`config.mk`:
```
export PLATFORM = sky130hd
export DESIGN_NAME = load_store_unit_flat
export DESIGN_NICKNAME = d
export VERILOG_FILES = /design/src/rtl/load_store_unit_if.sv /design/src/rtl/load_store_unit.sv /design/src/flat_wrapper.sv
export SDC_FILE = /design/constraint.sdc
export NUM_CORES = 1
export LEC_CHECK = 0
export ABC_AREA = 0
export CORE_ASPECT_RATIO = 1.1
export CORE_UTILIZATION = 43
export DETAILED_ROUTE_END_ITERATION = 8
export HOLD_SLACK_MARGIN = 0.05
export PLACE_DENSITY = 0.79
export SLEW_MARGIN = 30
export SYNTH_ARGS = -nofsm -noshare
export SYNTH_HDL_FRONTEND = slang
export SYNTH_SLANG_ARGS = --single-unit
```
`constraint.sdc`:
```
create_clock -name clk -period 2.1 [get_ports clk]
set_input_delay 0.42 -clock clk [delete_from_list [all_inputs] [get_ports clk]]
set_output_delay 0.42 -clock clk [all_outputs]
set_load 0.02 [all_outputs]
```
`src/rtl/load_store_unit_if.sv`:
```
// Core-side request and data-memory bus bundle for the load/store unit.
// The unit uses the slave view; core and memory together drive the master view.
interface load_store_unit_if #(
    parameter int ADDR_WIDTH = 32
);
    logic                  req_valid;
    logic                  req_write;
    logic [2:0]            req_funct3;
    logic [ADDR_WIDTH-1:0] req_addr;
    logic [31:0]           req_wdata;
    logic                  busy;
    logic                  done;
    logic                  fault;
    logic [31:0]           load_data;
    logic                  mem_valid;
    logic                  mem_ready;
    logic                  mem_we;
    logic [ADDR_WIDTH-1:0] mem_addr;
    logic [3:0]            mem_wstrb;
    logic [31:0]           mem_wdata;
    logic [31:0]           mem_rdata;

    modport slave (
        input  req_valid, req_write, req_funct3,
        input  req_addr, req_wdata,
        input  mem_ready, mem_rdata,
        output busy, done, fault, load_data,
        output mem_valid, mem_we, mem_addr,
        output mem_wstrb, mem_wdata
    );

    modport master (
        output req_valid, req_write, req_funct3,
        output req_addr, req_wdata,
        output mem_ready, mem_rdata,
        input  busy, done, fault, load_data,
        input  mem_valid, mem_we, mem_addr,
        input  mem_wstrb, mem_wdata
    );
endinterface

```
`src/rtl/load_store_unit.sv`:
```
// Multi-cycle load/store unit: aligns one access onto a valid/ready
// word bus and returns sign/zero-extended load data.
module load_store_unit #(
    parameter int ADDR_WIDTH = 32
) (
    input logic               clk,
    input logic               rst_n,
    load_store_unit_if.slave  bus
);
    typedef enum logic [1:0] {
        IDLE,
        REQ,
        DONE
    } state_e;

    state_e                state_q, state_d;
    logic                  we_q, we_d;
    logic [ADDR_WIDTH-1:0] addr_q, addr_d;
    logic [3:0]            wstrb_q, wstrb_d;
    logic [31:0]           wdata_q, wdata_d;
    logic [2:0]            f3_q, f3_d;
    logic [1:0]            off_q, off_d;
    logic [31:0]           ld_q, ld_d;
    logic                  fault_q, fault_d;

    logic [1:0]  off;
    logic        illegal;
    logic        misaligned;
    logic [3:0]  strb;
    logic [31:0] wdata_rep;

    function automatic logic [31:0] fmt_load(
        input logic [2:0]  f3,
        input logic [1:0]  sh,
        input logic [31:0] rd
    );
        logic [31:0] s;
        s = rd >> {sh, 3'b000};
        case (f3)
            3'b000:  fmt_load = {{24{s[7]}}, s[7:0]};
            3'b001:  fmt_load = {{16{s[15]}}, s[15:0]};
            3'b100:  fmt_load = {24'h0, s[7:0]};
            3'b101:  fmt_load = {16'h0, s[15:0]};
            default: fmt_load = s;
        endcase
    endfunction

    assign off = bus.req_addr[1:0];

    always_comb begin
        illegal    = 1'b0;
        misaligned = 1'b0;
        strb       = 4'b1111;
        wdata_rep  = bus.req_wdata;
        if (bus.req_write) begin
            illegal = !(bus.req_funct3 inside
                        {3'b000, 3'b001, 3'b010});
        end else begin
            illegal = bus.req_funct3 inside
                      {3'b011, 3'b110, 3'b111};
        end
        // f3[1:0] encodes width for every legal code
        unique case (1'b1)
            bus.req_funct3[1:0] == 2'b00: begin
                strb      = 4'b0001 << off;
                wdata_rep = {4{bus.req_wdata[7:0]}};
            end
            bus.req_funct3[1:0] == 2'b01: begin
                misaligned = off[0];
                strb       = 4'b0011 << off;
                wdata_rep  = {2{bus.req_wdata[15:0]}};
            end
            default: begin
                misaligned = (off != 2'b00);
            end
        endcase
        if (!bus.req_write) begin
            strb = 4'b0000;
        end
    end

    always_comb begin
        state_d = state_q;
        we_d    = we_q;
        addr_d  = addr_q;
        wstrb_d = wstrb_q;
        wdata_d = wdata_q;
        f3_d    = f3_q;
        off_d   = off_q;
        ld_d    = ld_q;
        fault_d = 1'b0;
        unique case (state_q)
            IDLE: begin
                if (bus.req_valid) begin
                    if (illegal || misaligned) begin
                        state_d = DONE;
                        fault_d = 1'b1;
                    end else begin
                        state_d = REQ;
                        we_d    = bus.req_write;
                        addr_d  = {bus.req_addr[ADDR_WIDTH-1:2],
                                   2'b00};
                        wstrb_d = strb;
                        wdata_d = wdata_rep;
                        f3_d    = bus.req_funct3;
                        off_d   = off;
                    end
                end
            end
            REQ: begin
                if (bus.mem_ready) begin
                    state_d = DONE;
                    if (!we_q) begin
                        ld_d = fmt_load(f3_q, off_q,
                                        bus.mem_rdata);
                    end
                end
            end
            DONE: begin
                state_d = IDLE;
            end
            default: begin
                state_d = IDLE;
            end
        endcase
    end

    always_ff @(posedge clk or negedge rst_n) begin
        if (!rst_n) begin
            state_q <= IDLE;
            we_q    <= 1'b0;
            addr_q  <= '0;
            wstrb_q <= 4'b0000;
            wdata_q <= 32'h0;
            f3_q    <= 3'b000;
            off_q   <= 2'b00;
            ld_q    <= 32'h0;
            fault_q <= 1'b0;
        end else begin
            state_q <= state_d;
            we_q    <= we_d;
            addr_q  <= addr_d;
            wstrb_q <= wstrb_d;
            wdata_q <= wdata_d;
            f3_q    <= f3_d;
            off_q   <= off_d;
            ld_q    <= ld_d;
            fault_q <= fault_d;
        end
    end

    assign bus.mem_valid = (state_q == REQ);
    assign bus.mem_we    = we_q;
    assign bus.mem_addr  = addr_q;
    assign bus.mem_wstrb = wstrb_q;
    assign bus.mem_wdata = wdata_q;
    assign bus.done      = (state_q == DONE);
    assign bus.fault     = fault_q;
    assign bus.load_data = ld_q;
    assign bus.busy      = bus.req_valid & ~bus.done;
endmodule

```
`src/flat_wrapper.sv`:
```
// flat-port wrapper written by rule: the top's interface ports become plain ports
module load_store_unit_flat 
#(
    parameter int ADDR_WIDTH = 32
)
  (clk, rst_n, bus_req_valid, bus_req_write, bus_req_funct3, bus_req_addr, bus_req_wdata, bus_mem_ready, bus_mem_rdata, bus_busy, bus_done, bus_fault, bus_load_data, bus_mem_valid, bus_mem_we, bus_mem_addr, bus_mem_wstrb, bus_mem_wdata);
  load_store_unit_if #(.ADDR_WIDTH(ADDR_WIDTH)) bus_i ();
  input logic clk;
  input logic rst_n;
  input wire logic [$bits(bus_i.req_valid)-1:0] bus_req_valid;
  input wire logic [$bits(bus_i.req_write)-1:0] bus_req_write;
  input wire logic [$bits(bus_i.req_funct3)-1:0] bus_req_funct3;
  input wire logic [$bits(bus_i.req_addr)-1:0] bus_req_addr;
  input wire logic [$bits(bus_i.req_wdata)-1:0] bus_req_wdata;
  input wire logic [$bits(bus_i.mem_ready)-1:0] bus_mem_ready;
  input wire logic [$bits(bus_i.mem_rdata)-1:0] bus_mem_rdata;
  output wire logic [$bits(bus_i.busy)-1:0] bus_busy;
  output wire logic [$bits(bus_i.done)-1:0] bus_done;
  output wire logic [$bits(bus_i.fault)-1:0] bus_fault;
  output wire logic [$bits(bus_i.load_data)-1:0] bus_load_data;
  output wire logic [$bits(bus_i.mem_valid)-1:0] bus_mem_valid;
  output wire logic [$bits(bus_i.mem_we)-1:0] bus_mem_we;
  output wire logic [$bits(bus_i.mem_addr)-1:0] bus_mem_addr;
  output wire logic [$bits(bus_i.mem_wstrb)-1:0] bus_mem_wstrb;
  output wire logic [$bits(bus_i.mem_wdata)-1:0] bus_mem_wdata;
  assign bus_i.req_valid = bus_req_valid;
  assign bus_i.req_write = bus_req_write;
  assign bus_i.req_funct3 = bus_req_funct3;
  assign bus_i.req_addr = bus_req_addr;
  assign bus_i.req_wdata = bus_req_wdata;
  assign bus_i.mem_ready = bus_mem_ready;
  assign bus_i.mem_rdata = bus_mem_rdata;
  assign bus_busy = bus_i.busy;
  assign bus_done = bus_i.done;
  assign bus_fault = bus_i.fault;
  assign bus_load_data = bus_i.load_data;
  assign bus_mem_valid = bus_i.mem_valid;
  assign bus_mem_we = bus_i.mem_we;
  assign bus_mem_addr = bus_i.mem_addr;
  assign bus_mem_wstrb = bus_i.mem_wstrb;
  assign bus_mem_wdata = bus_i.mem_wdata;
  load_store_unit #(.ADDR_WIDTH(ADDR_WIDTH)) u_core (.clk(clk), .rst_n(rst_n), .bus(bus_i));
endmodule
```
==> flow_summary.yaml <==
final_layout:
  antennaDiodeCount: 0
  fillCellCount: 875
  drive_gt1_frac: 0.1517
  final_net_count: 758
  area_delta_synth_final_pct: 52.13
  final_util: 0.6724
synthesis:
  yosys-top-cells-area: "dfrtp_1 53%, mux2_4 12%, mux2i_1 7.9%"
  synth_seq_area_share: 0.5272
  async_flop_share: 1.000
  yosys_warnings: 0
  synth.distinct_cells: 37
  syn-instance-count: 437
  synth_top_cell_area_share: 0.5272
  synth_most_common_cell: "dfrtp_1"
  synth_area_leader_cell: "dfrtp_1"
  ys.flop_type: "dfrtp_1"
  synthesis.area_um2: 5079
  synth_enable_flop_cells: 0
  ys_ff_latch: 107
  synthTopCellsByCount: "107 x dfrtp_1, 53 x nand2_1, 42 x mux2_4"
  syn_avg_cell_area_um2: 11.62
power_and_ir_drop:
  p_leak_nw: 3.501
  power.total_mw: 9.730
  ir_worst_vdd_mv: 0.6819
  power.density_nw_per_um2: 1259
clocking:
  cts_tree: "done"
  cts_buffers: 9
  htreeDepth: 3
  cts_max_path_buffers: 2
  cts_root_buf: "clkbuf_16"
  path_clk_slew_ps: 70
  cts_setup_buffers: 0
  cts_sinks: 107
  clkLatencyLatePin_ps: 340
detailed_routing:
  drt_iter0_drc: 172
  num_vias: 4153
  firstDrtPassIters: 6
  post_drt_wl_per_cell_um: 17.17
  wirelength_um: 13890
  route.detailed.drc: 0
  vias_per_cell: 5.133
  antenna_left: 0
setup_path:
  start_kind: "input port"
  crit_chain: "clkdlybuf4s50_1 > a221oi_1 > o211ai_1 > buf_12 > mux2_1"
  path_buf_inv: 2
  worstSetupPathType: "in -> reg"
  r2r-end: "u_core.bus.load_data[27]"
  crit_required_ps: 2330
  reg2reg_slack_ps: 320
  ff2ff_path_depth: 4
  critical_path.max_stage_delay_ps: 510
  worstPathArrival_ps: 2160
  slowest_stage: "clkdlybuf4s50_1"
  end_kind: "flop"
  r2r_start: "u_core.off_q[1]"
  path_max_fanout: 42
  critical_path.top_delay_family: "buffers and inverters"
timing:
  worstMarginPinSlew_ps: 886.8
  min_period_over_period: 0.9217
  final.setup_skew_ps: 7.745
  final_hold_viol_count: 0
  slew_violations: 0
  maxSlewHeadroom: 0.4066
  setup_violations: 0
  rsz0062_at_grt: "false"
  fin_crit_ps: 1936
  clock.fmax_mhz: 516.6
worst_hold_path:
  hp-class: "reg -> reg"
  hold_start: "u_core.state_q[1]"
  hold_path_end: "u_core.state_q[1]"
  hold_path_depth: 1
place:
  dp_hpwl_um: 10500
  port_buffers: 206
  gp_congestion: 0.8471
global_routing:
  grt_pass1_vias: 4241
  grt_overflow: 0
  grt_pass1_wl_um: 21620
  antenna_found_initial: 0
  grt_max_degree: 47
  grt_usage: 0.2286
die:
  die_h_um: 116.0
  die_width_um: 105.6
  core_um2: 11490
  rows: 41
  die_area_um2: 12250
  io_pins: 209
  start_util: 0.4420
run_status:
  outcome: "completed"
job:
  maxCapViolations: 0
[state kept, by name, indices dropped and copies added, names as in the netlist]
register,count
u_core.bus.load_data,32
u_core.bus.mem_wdata,32
u_core.bus.mem_addr,30
u_core.bus.mem_wstrb,4
u_core.f3_q,3
u_core.off_q,2
u_core.state_q,2
u_core.bus.fault,1
u_core.bus.mem_we,1
[cells in the final DEF (no fill, tap or decap), types with 2 or more instances in the layout]
| cell type | instances |
|---|---|
| mux2_2 | 10 |
| nor4_1 | 2 |
| buf_4 | 26 |
| o211ai_1 | 8 |
| clkdlybuf4s50_1 | 202 |
| dfrtp_1 | 107 |
| and2_1 | 6 |
| clkbuf_16 | 9 |
| nor2_1 | 37 |
| mux2i_1 | 40 |
| mux2_4 | 42 |
| clkinvlp_4 | 2 |
| conb_1 | 2 |
| o21ai_0 | 40 |
| buf_12 | 3 |
| nand2_1 | 53 |
| o22a_1 | 8 |
| a221o_1 | 9 |
| dlygate4sd2_1 | 2 |
| clkinv_4 | 2 |
| a21oi_1 | 19 |
| nand2b_1 | 2 |
| inv_1 | 2 |
| nor2b_1 | 4 |
| nand3_1 | 2 |
| nand3b_1 | 2 |
[cell type report]
| class | instances | area (um^2) | area share |
|---|---|---|---|
| Clock buffer | 11 | 242.7 | 0.03142 |
| Clock inverter | 5 | 62.56 | 0.008097 |
| Inverter | 2 | 7.507 | 0.0009717 |
| Multi-Input combinational cell | 299 | 2231 | 0.2887 |
| Sequential cell | 107 | 2678 | 0.3466 |
| Tap cell | 150 | 187.7 | 0.02429 |
| Timing Repair Buffer | 235 | 2317 | 0.2999 |
[where the power goes]
part | internal [mW] | switching (mW) | total [mW]
Sequential | 2.88 | 0.567 | 3.44
Combinational | 2.44 | 2.15 | 4.59
Clock | 0.961 | 0.736 | 1.70
Total | 6.28 | 3.45 | 9.73
[through the flow]
step,worst slack [ps],area (um^2),hold WS (ps),cells,TNS [ps]
after global placement,-141.2,7411,393.3,792,-5979
after floorplan,353.7,5082,124.4,438,0
final,164.4,7726,477.9,809,0
after detailed placement,-192.2,7411,399.5,792,-9334
after global routing,73.33,7726,507.0,809,0
after CTS,8.628,7724,482.0,809,0
[how the worst max path moves through the flow]
stage	endpoint	slack (ps)	startpoint	depth (start not counted)
3_3_place_gp	u_core.bus.mem_wdata[7]	-140	bus_req_funct3[2]	5
6_report	u_core.bus.mem_wdata[7]	160	bus_req_funct3[2]	5
5_1_grt	u_core.bus.mem_wstrb[1]	70	bus_req_funct3[2]	6
3_5_place_dp	u_core.bus.mem_wdata[7]	-190	bus_req_funct3[2]	5
2_1_floorplan	u_core.bus.mem_addr[10]	350	bus_req_funct3[0]	6
4_1_cts	bus_mem_valid	9	u_core.state_q[1]	3
[per-layer routing]
metal | track usage | up-vias | share of wire
met1 | 0.2909 | 1961 | 0.42
met5 | 0 | - | 0
met3 | 0.04893 | 16 | 0.080
met2 | 0.3890 | 209 | 0.48
met4 | 0.08056 | 0 | 0.016
li1 | - | 1967 | -
[cell families after synthesis]
family / count (synthesis) / share of synthesized area
buffers and inverters: 32 / 0.03523
other: 1 / 0.0007384
AND/OR/NAND/NOR: 113 / 0.09658
AO/OA/AOI/OAI: 90 / 0.1111
multiplexers: 93 / 0.2274
flip-flops: 107 / 0.5272
XOR/XNOR: 1 / 0.001725
[timing repair]
action | CTS | global route
pin swaps | 0 | 0
endpoints found under the setup margin | 2 | 1
endpoints found under the hold margin | 31 | 0
gates cloned | 0 | 0
gates resized for setup | 2 | 1
hold buffers | 1 | 0
No activity file was read; power rests on OpenSTA's default activity.
